[config.mk]
export PLATFORM = sky130hd
export DESIGN_NAME = sumdiff_seq
export DESIGN_NICKNAME = d
export VERILOG_FILES = /design/src/rtl/sumdiff_seq.sv
export SDC_FILE = /design/constraint.sdc
export NUM_CORES = 1
export LEC_CHECK = 0
export CORE_UTILIZATION = 58
export CTS_CLUSTER_DIAMETER = 200
export CTS_CLUSTER_SIZE = 20
export DETAILED_ROUTE_END_ITERATION = 10
export PLACE_DENSITY = 0.84
export SLEW_MARGIN = 30
export SYNTH_ARGS = -nofsm -noshare
export SYNTH_HDL_FRONTEND = slang
export SYNTH_SLANG_ARGS = --single-unit
[constraint.sdc]
create_clock -name clk -period 4.11 [get_ports clk]
set_input_delay 0.822 -clock clk [delete_from_list [all_inputs] [get_ports clk]]
set_output_delay 0.822 -clock clk [all_outputs]
set_load 0.03 [all_outputs]
[src/rtl/sumdiff_seq.sv]
// rtl/sumdiff_seq.sv - sequential (A+B)-(C+D) on one shared 6-bit add/sub unit
//
// Purpose: accepts four 4-bit unsigned operands on a start pulse and computes
//   F = (A+B)-(C+D) as a 6-bit two's complement value over three FSM steps.
//   The same adder/subtractor is reused for each step.
// Optional feature: define SUMDIFF_CLAMP5_EN to saturate F to -16..+15 and
//   report saturation on ovf; without it F is unclamped and ovf stays 0.
// Ports:
//   clk         clock, rising edge
//   rst_n       synchronous active-low reset
//   start       request pulse; operands sampled with it while idle
//   A,B,C,D     4-bit unsigned operands
//   busy        high from the cycle after acceptance through DONE
//   done        one-cycle pulse when F is valid
//   F           6-bit signed result, held until the next DIFF step
//   ovf         saturation flag, held together with F
module sumdiff_seq (
  input  logic       clk,
  input  logic       rst_n,
  input  logic       start,
  input  logic [3:0] A,
  input  logic [3:0] B,
  input  logic [3:0] C,
  input  logic [3:0] D,
  output logic       busy,
  output logic       done,
  output logic [5:0] F,
  output logic       ovf
);

  typedef enum logic [2:0] {
    IDLE   = 3'd0,
    SUM_AB = 3'd1,
    SUM_CD = 3'd2,
    DIFF   = 3'd3,
    DONE   = 3'd4
  } state_t;

  state_t     state_q, state_d;
  logic [3:0] a_q, a_d, b_q, b_d, c_q, c_d, d_q, d_d;
  logic [5:0] s1_q, s1_d, s2_q, s2_d;
  logic [5:0] f_q, f_d;
  logic       ovf_q, ovf_d;

  // Shared adder/subtractor: subtraction is x + ~y + 1.
  logic [5:0] alu_x, alu_y, alu_r;
  logic       alu_sub;

  assign alu_r = alu_x + (alu_y ^ {6{alu_sub}}) + {5'b0, alu_sub};

  always_comb begin
    state_d = state_q;
    a_d     = a_q;
    b_d     = b_q;
    c_d     = c_q;
    d_d     = d_q;
    s1_d    = s1_q;
    s2_d    = s2_q;
    f_d     = f_q;
    ovf_d   = ovf_q;
    alu_x   = 6'd0;
    alu_y   = 6'd0;
    alu_sub = 1'b0;

    case (state_q)
      IDLE: begin
        if (start) begin
          a_d     = A;
          b_d     = B;
          c_d     = C;
          d_d     = D;
          state_d = SUM_AB;
        end
      end
      SUM_AB: begin
        alu_x   = {2'b00, a_q};
        alu_y   = {2'b00, b_q};
        s1_d    = alu_r;
        state_d = SUM_CD;
      end
      SUM_CD: begin
        alu_x   = {2'b00, c_q};
        alu_y   = {2'b00, d_q};
        s2_d    = alu_r;
        state_d = DIFF;
      end
      DIFF: begin
        alu_x   = s1_q;
        alu_y   = s2_q;
        alu_sub = 1'b1;
`ifdef SUMDIFF_CLAMP5_EN
        // Top two bits 01 means +16..+30, 10 means -17..-30: outside 5-bit range.
        if (alu_r[5:4] == 2'b01) begin
          f_d   = 6'b001111;
          ovf_d = 1'b1;
        end else if (alu_r[5:4] == 2'b10) begin
          f_d   = 6'b110000;
          ovf_d = 1'b1;
        end else begin
          f_d   = alu_r;
          ovf_d = 1'b0;
        end
`else
        f_d     = alu_r;
        ovf_d   = 1'b0;
`endif
        state_d = DONE;
      end
      DONE: begin
        state_d = IDLE;
      end
      default: begin
        state_d = IDLE;
      end
    endcase
  end

  always_ff @(posedge clk) begin
    if (!rst_n) begin
      state_q <= IDLE;
      a_q     <= 4'd0;
      b_q     <= 4'd0;
      c_q     <= 4'd0;
      d_q     <= 4'd0;
      s1_q    <= 6'd0;
      s2_q    <= 6'd0;
      f_q     <= 6'd0;
      ovf_q   <= 1'b0;
    end else begin
      state_q <= state_d;
      a_q     <= a_d;
      b_q     <= b_d;
      c_q     <= c_d;
      d_q     <= d_d;
      s1_q    <= s1_d;
      s2_q    <= s2_d;
      f_q     <= f_d;
      ovf_q   <= ovf_d;
    end
  end

  assign busy = (state_q != IDLE);
  assign done = (state_q == DONE);
  assign F    = f_q;
  assign ovf  = ovf_q;

endmodule

# --- Word-level counts from Yosys, hierarchy flattened ---
# Index checks and enable logic that the tools add are counted.
word_totals:
  reg_bits: 37
  output_inout_bits: 9
op_classes:
  n_addsub: 2
  eq_ne: 5
  mux: 5
  bitwise: 1
  n_reduce_logical: 3
ops:
  columns: ["operator", "n"]
  rows:
  - ["$pmux 6 s3", 2]
  - ["$pmux 3 s4", 1]
  - ["$add 6x1->6", 1]
  - ["$add 6x6->6", 1]
  - ["$eq 3x2->1 const B", 2]
  - ["$xor 6x6->6", 1]
  - ["$eq 3x1->1 const B", 1]
  - ["$eq 3x3->1 const B", 1]
  - ["$logic_not 3->1", 1]
  - ["$mux 3", 1]
  - ["$reduce_bool 3->1", 1]
  - ["$ne 2x2->1 const B", 1]
  - ["$reduce_and 2->1", 1]
  - ["$mux 1", 1]

# --- Longest topological paths before layout ---
logic_depth:
  word_depth: 5
  mapped_depth: 12

# --- Least setup slack after synthesis ---
# OpenSTA, ideal clock, no wires.
synth_timing:
  path_type: "register to output"
  startpoint: "register state_q[2]"
  endpoint: "output done"
  t_arrival_ps: 1531
  required_time_ps: 3288
  path_slack_ps: 1757
  path_stages_with_launch: 4
  path_cell_list: "dfxtp_1 buf_2 clkbuf_1 nor3b_1"
synth_between:
  elab_chain_cells: 1
synth_rtl:
  columns: ["element", "line", "rtl"]
  rows:
  - ["from (decl)", "39", "state_t state_q, state_d;"]
  - ["from (signal assigned)", "130", "state_q <= state_d;"]
  - ["$eq 3x3->1", "143", "assign done = (state_q == DONE);"]
  - ["to (decl)", "26", "output logic done,"]
# No other way between the ends.

# --- Worst setup path after layout ---
layout_timing:
  startpoint: "register state_q[0]"
  endpoint: "output busy"
layout_between:
  elab_chain_cells: 1
layout_rtl:
  columns: ["element", "line", "rtl"]
  rows:
  - ["$reduce_bool 3->1", "142", "assign busy = (state_q != IDLE);"]
  - ["to (decl)", "25", "output logic busy,"]
# No other way between the ends.

==> metrics.md <==
| Metric | Value |
|---|---|
| Synth unique cells | `40` |
| Congestion Overflow GR | `0` |
| Worst vdd ir | `367 uV` |
| Cts bufs inserted | `5` |
| IO Port Bufs | `26` |
| Outcome | `complete, no violations` |
| Die span in x | `59.6 um` |
| Placement Setup Slack | `1.14 ns` |
| Synth top area share | `0.385` |
| Worst setup margin | `1.08 ns` |
| Initial Utilization | `0.619` |
| Clock buffer depth | `2` |
| EDFF count, synth | `0` |
| Yosys reg bits | `37` |
| Crit path to | `busy` |
| RSZ-0062 raised after global routing | `false` |
| Reg-to-reg setup timing slack | `1.09 ns` |
| Via count | `1589` |
| Area delta synth->final | `15.7%` |
| Minimum clock period | `3.03 ns` |
| Synth area leaders | `dfxtp_1, nand2_1, a21boi_0, mux2i_1, nor2_1` |
| Mapped Area | `1920 sq um` |
| Total GRT Usage | `0.251` |
| Crit path largest cell delay | `0.92 ns` |
| Synthesis Warnings | `0` |
| Layout Skew | `0.0114 ns` |
| Max_cap viols | `0` |
| Crit path max-delay cell type | `dfxtp_1` |
| Fin crit share | `0.738` |
| Final HPWL DP | `2.72 mm` |
| Max Clk Rate | `330 MHz` |
| Die Area | `3550 sq um` |
| Share of cells above drive strength 1 | `0.0683` |
| CP arrival | `2.21 ns` |
| CTS tree | `yes` |
| Area of the core | `3100 sq um` |
| Yosys top cell by area | `dfxtp_1` |
| Post-DRT Antenna Nets | `0` |
| WL final | `3.80 mm` |
| GPL Wtd Cong | `0.901` |
| Vias in the first global route | `1503` |
| Post-CTS sizing | `0` |
| Final setup fails | `0` |
| Setup TNS | `0 ns` |
| Main synth FF type | `dfxtp_1` |
| Largest net degree at the start of global routing | `24` |
| Leak pwr | `0.939 nW` |
| Syn avg cell area | `8.43 sq um` |
| DRT iter0 DRCs | `63` |
| Worst-Skew Late Latency | `0.35 ns` |
| Antenna cell count | `0` |
| DRC | `0` |
| CP endpoint kind | `primary output` |
| CTS Root Cell | `clkbuf_4` |
| Chip Height | `59.6 um` |
| Worst reg2reg path startpoint | `state_q[0]$_SDFFE_PN0P_` |
| Crit-path cells | `nor3_1, inv_1, clkdlybuf4s50_1` |
| Fillers | `286` |
| Crit Path Category | `reg2out` |
| First-pass GRT wire length | `6.42 mm` |
| Slew Viols, Final | `0` |
| Crit. Startpoint | `state_q[0]$_SDFFE_PN0P_` |
| IO Count | `28` |
| Critical Path Start Type | `flop` |
| Synthesized instance count | `228` |
| Crit Path Max Fanout | `22` |
| Bufs and invs on worst path | `2` |
| WL/cell | `13.0 um` |
| Crit path required time | `3.29 ns` |
| Drt via density | `5.42` |
| Final Hold Viols | `0` |
| Reg2reg end | `s1_q[4]$_SDFFE_PN0P_` |
| Mapped Nets | `252` |
| Initial antenna violation count | `0` |
| Delay-heaviest family, CP | `flip-flops` |
| Path depth of the worst reg2reg path | `10` |
| Pwr Density | `341 nW/um^2` |
| First-pass DRT Iterations | `4` |
| Max transition margin | `0.404` |
| Worst path depth | `3` |
| Nets@finish | `272` |
| Clock-pin transition on the worst setup and hold timing paths | `0.10 ns` |
| # hold bufs at CTS | `0` |
| Tightest Hold Check Type | `reg2reg` |
| Ys async rst share | `0` |
| Register area share after synthesis | `0.385` |
| Worst slew pin tran | `0.893 ns` |
| CTS sink count | `37` |
| Post-CTS Setup Inserts | `0` |
| Row count | `20` |
| H-tree levels | `2` |
worst min-delay path, cell delays in order, from the launching register on:
cell and delay, ns:
dfxtp_1 0.33, nand2_1 0.05, a21boi_1 0.05
worst min path at each step:
stage	from	endpoint	slack (ns)	cells past startpoint
4_1_cts	b_q[1]$_SDFFE_PN0P_	b_q[1]$_SDFFE_PN0P_	0.47	2
3_3_place_gp	b_q[2]$_SDFFE_PN0P_	b_q[2]$_SDFFE_PN0P_	0.45	2
2_1_floorplan	b_q[1]$_SDFFE_PN0P_	b_q[1]$_SDFFE_PN0P_	0.44	2
6_report	b_q[1]$_SDFFE_PN0P_	b_q[1]$_SDFFE_PN0P_	0.46	2
5_1_grt	b_q[2]$_SDFFE_PN0P_	b_q[2]$_SDFFE_PN0P_	0.50	2
3_5_place_dp	b_q[1]$_SDFFE_PN0P_	b_q[1]$_SDFFE_PN0P_	0.45	2
report_power, final:
part / internal (mW) / total (mW) / switching [mW]
logic: 0.0749 / 0.163 / 0.0884
registers: 0.383 / 0.413 / 0.0301
clock network: 0.0682 / 0.183 / 0.115
layout make-up:
type	instances	area, sq um	area share
Multi-Input combinational cell	169	1080	0.485
Sequential cell	37	741	0.333
Timing Repair Buffer	28	275	0.124
Tap cell	44	55.1	0.0248
Clock buffer	8	48.8	0.0219
Inverter	7	26.3	0.0118
cell families after synthesis:
kind of cell | count (synthesis) | synth area share
flip-flops | 37 | 0.385
buffers and inverters | 22 | 0.0540
multiplexers | 13 | 0.0697
adder cells (fa/ha/maj) | 5 | 0.0365
XOR/XNOR | 5 | 0.0228
AO/OA/AOI/OAI | 55 | 0.223
AND/OR/NAND/NOR | 90 | 0.206
other | 1 | 0.00195
registers in the layout (all words and copies together), names as in the netlist:
name	flops
state_q	3
a_q	4
s1_q	6
b_q	4
s2_q	6
F	6
c_q	4
d_q	4
per-layer routing:
metal	vias to the layer above	GRT usage	routed length, um
li1	819	-	-
met1	729	0.298	1820
met2	35	0.411	1730
met3	6	0.0786	161
met4	0	0.120	85
met5	-	0	0
metrics by stage:
step / hold slack [ns] / power (mW) / instance area, sq um / cells / utilization
2_1_floorplan: 0.435 / 0.536 / 1920 / 228 / -
3_3_place_gp: 0.447 / 0.579 / 2170 / 285 / 0.701
3_5_place_dp: 0.452 / 0.584 / 2170 / 285 / 0.701
4_1_cts: 0.468 / 0.761 / 2220 / 293 / 0.717
5_1_grt: 0.500 / 0.804 / 2220 / 293 / 0.717
6_report: 0.465 / 0.759 / 2220 / 293 / 0.717
cells in the mapped netlist, types with 5 or more instances:
cell type and n:
o211a_1 6, inv_1 7, nor2b_1 7, nand2_1 51, buf_2 5, mux2i_1 10
clkbuf_1 6, dfxtp_1 37, nor2_1 17, a21oi_1 9, a21boi_0 16
cells in the final DEF, fill, tap and decap left out, types with 6 or more instances in the layout:
cell type / instances
mux2i_1: 10
nand2_1: 51
a21oi_1: 9
a21boi_0: 16
nor2b_1: 7
inv_1: 7
o211a_1: 6
dfxtp_1: 37
nor2_1: 17
clkdlybuf4s50_1: 26
(Power assumes the default switching activity.)
==> RTL change, RTL diff (same settings) <==
The 5 states of `state_t` get a one-hot encoding in 5 bits.
--- a/src/rtl/sumdiff_seq.sv
+++ b/src/rtl/sumdiff_seq.sv
@@ -28,12 +28,12 @@
   output logic       ovf
 );
 
-  typedef enum logic [2:0] {
-    IDLE   = 3'd0,
-    SUM_AB = 3'd1,
-    SUM_CD = 3'd2,
-    DIFF   = 3'd3,
-    DONE   = 3'd4
+  typedef enum logic [4:0] {
+    IDLE   = 5'b00001,
+    SUM_AB = 5'b00010,
+    SUM_CD = 5'b00100,
+    DIFF   = 5'b01000,
+    DONE   = 5'b10000
   } state_t;
 
   state_t     state_q, state_d;
Formal check against the unedited RTL: no difference found for any inputs over 10 cycles, from zero or initial values and one cycle with rst_n low; not proved beyond that.
==> RTL change against the original RTL <==
  * Area after synthesis fell by 4.2%
  * Sequential cell count rose by 2
  * Via count grew 0.94%
  * Wire length increased by 3.0%
  * Register-to-register slack got worse by 190 ps
  * Count of clock-buffer cells in the layout is 2 lower
  * Hold slack worse by 4.5 ps
  * Design area is 2.9% lower
  * Largest cell class unchanged
  * Worst setup slack lost 170 ps
  * Cell count decreased by 2.0%
Power is not compared: it rests on default switching activity, and its combinational part moved more than twofold at a synthesized area within 25%.
==> RTL change: results <==
group,metric,value,unit
status,run_status,"finished, final reports clean",
global_route,grt_pass1_vias,1513,
routing,routedWlPerCell,13.6,µm
worst_setup_path,path_max_fanout,17,
yosys,ys_seq_area_share,42.4,%
yosys,synth_area_leaders,"dfxtp_1 (42%), nand2_1 (10%), a21oi_1 (6.8%), nor2_1 (4.3%), ha_1 (2.7%)",
yosys,syn-num-nets,247,
global_route,grt_max_degree,19,
worst_setup_path,r2r_setup_slack,900,ps
finish,nFillCells,257,
cts,cts.clk_slew.worst_paths,120,ps
placement,dp_hpwl,2790,µm
yosys,synth.distinct_cells,42,
cts,clock_latency,370,ps
routing,vias,1604,
worst_setup_path,cp.arrival,3460,ps
placement,dp.cells,279,
global_route,track_usage,26.5,%
global_route,grt_pass1_wl,6620,µm
yosys,synth_area_per_cell,8.25,µm²
yosys,synth_common_cells,"nand2_1 (51), dfxtp_1 (39), a21oi_1 (25), nor2_1 (21), clkbuf_1 (12)",
finish,final_nets,266,
worst_setup_path,startpoint,"state_q[4]$_SDFFE_PN0P_",
worst_setup_path,r2r_end,"F[5]$_SDFFE_PN0N_",
timing,worst_slew_pin_slew,699,ps
placement,dpl_worst_slack,970,ps
-- RTL change: where the power goes --
group / internal (mW) / leakage (nW) / switching [mW]
sequential: 0.393 / 0.317 / 0.0105
combinational: 0.0345 / 0.453 / 0.0460
clock: 0.0841 / 0.0345 / 0.135
total: 0.512 / 0.804 / 0.192
-- RTL change: cells by family (layout without fill, tap and decap cells) --
group	after synthesis	after routing	share of synthesized area (%)
buf+inv	21	41	5.10
other cells	1	1	0.204
fa+ha+maj	5	5	3.81
xor+xnor	4	4	1.90
flops	39	39	42.4
simple gates	93	93	22.0
compound gates	60	60	24.6
-- RTL change: worst min path at each step --
stage / startpoint / endpoint / cells past startpoint
4_1_cts: F[1]$_SDFFE_PN0N_ / F[1]$_SDFFE_PN0N_ / 2
3_5_place_dp: F[1]$_SDFFE_PN0N_ / F[1]$_SDFFE_PN0N_ / 2
6_report: F[1]$_SDFFE_PN0N_ / F[1]$_SDFFE_PN0N_ / 2
2_1_floorplan: s1_q[4]$_SDFFE_PN0N_ / s1_q[4]$_SDFFE_PN0N_ / 2
5_1_grt: s1_q[4]$_SDFFE_PN0N_ / s1_q[4]$_SDFFE_PN0N_ / 2
3_3_place_gp: s2_q[1]$_SDFFE_PN0N_ / s2_q[1]$_SDFFE_PN0N_ / 2
-- RTL change: routing by layer --
metal / routed length (µm) / share of wire [%] / GRT usage (%)
met1: 1730 / 44 / 31.9
met2: 1850 / 47 / 42.2
met3: 221 / 5.7 / 9.45
met4: 101 / 2.6 / 12.6
met5: 0 / 0 / 0
-- RTL change: through the flow --
step | power, mW | hold WS [ps]
after floorplan | 0.462 | 432
after global placement | 0.490 | 442
after detailed placement | 0.493 | 446
after CTS | 0.707 | 462
after global routing | 0.736 | 487
final | 0.704 | 460
-- RTL change: cell type report --
type                            count  area share [%]
Inverter                            6            1.04
Multi-Input combinational cell    163            44.7
Clock inverter                      2           0.753
Timing Repair Buffer               27            12.4
Tap cell                           44            2.55
Sequential cell                    39            36.2
Clock buffer                        6            2.38
-- RTL change: critical path, stage by stage (launching register included) --
cell and delay [ps]:
dfxtp_1 350, nor3_1 380, and2_1 650, a22oi_1 150, o21ai_0 130, ha_1 340, a21oi_1 350, o21bai_1 110
a21oi_1 260, o21a_1 260, o211ai_1 120
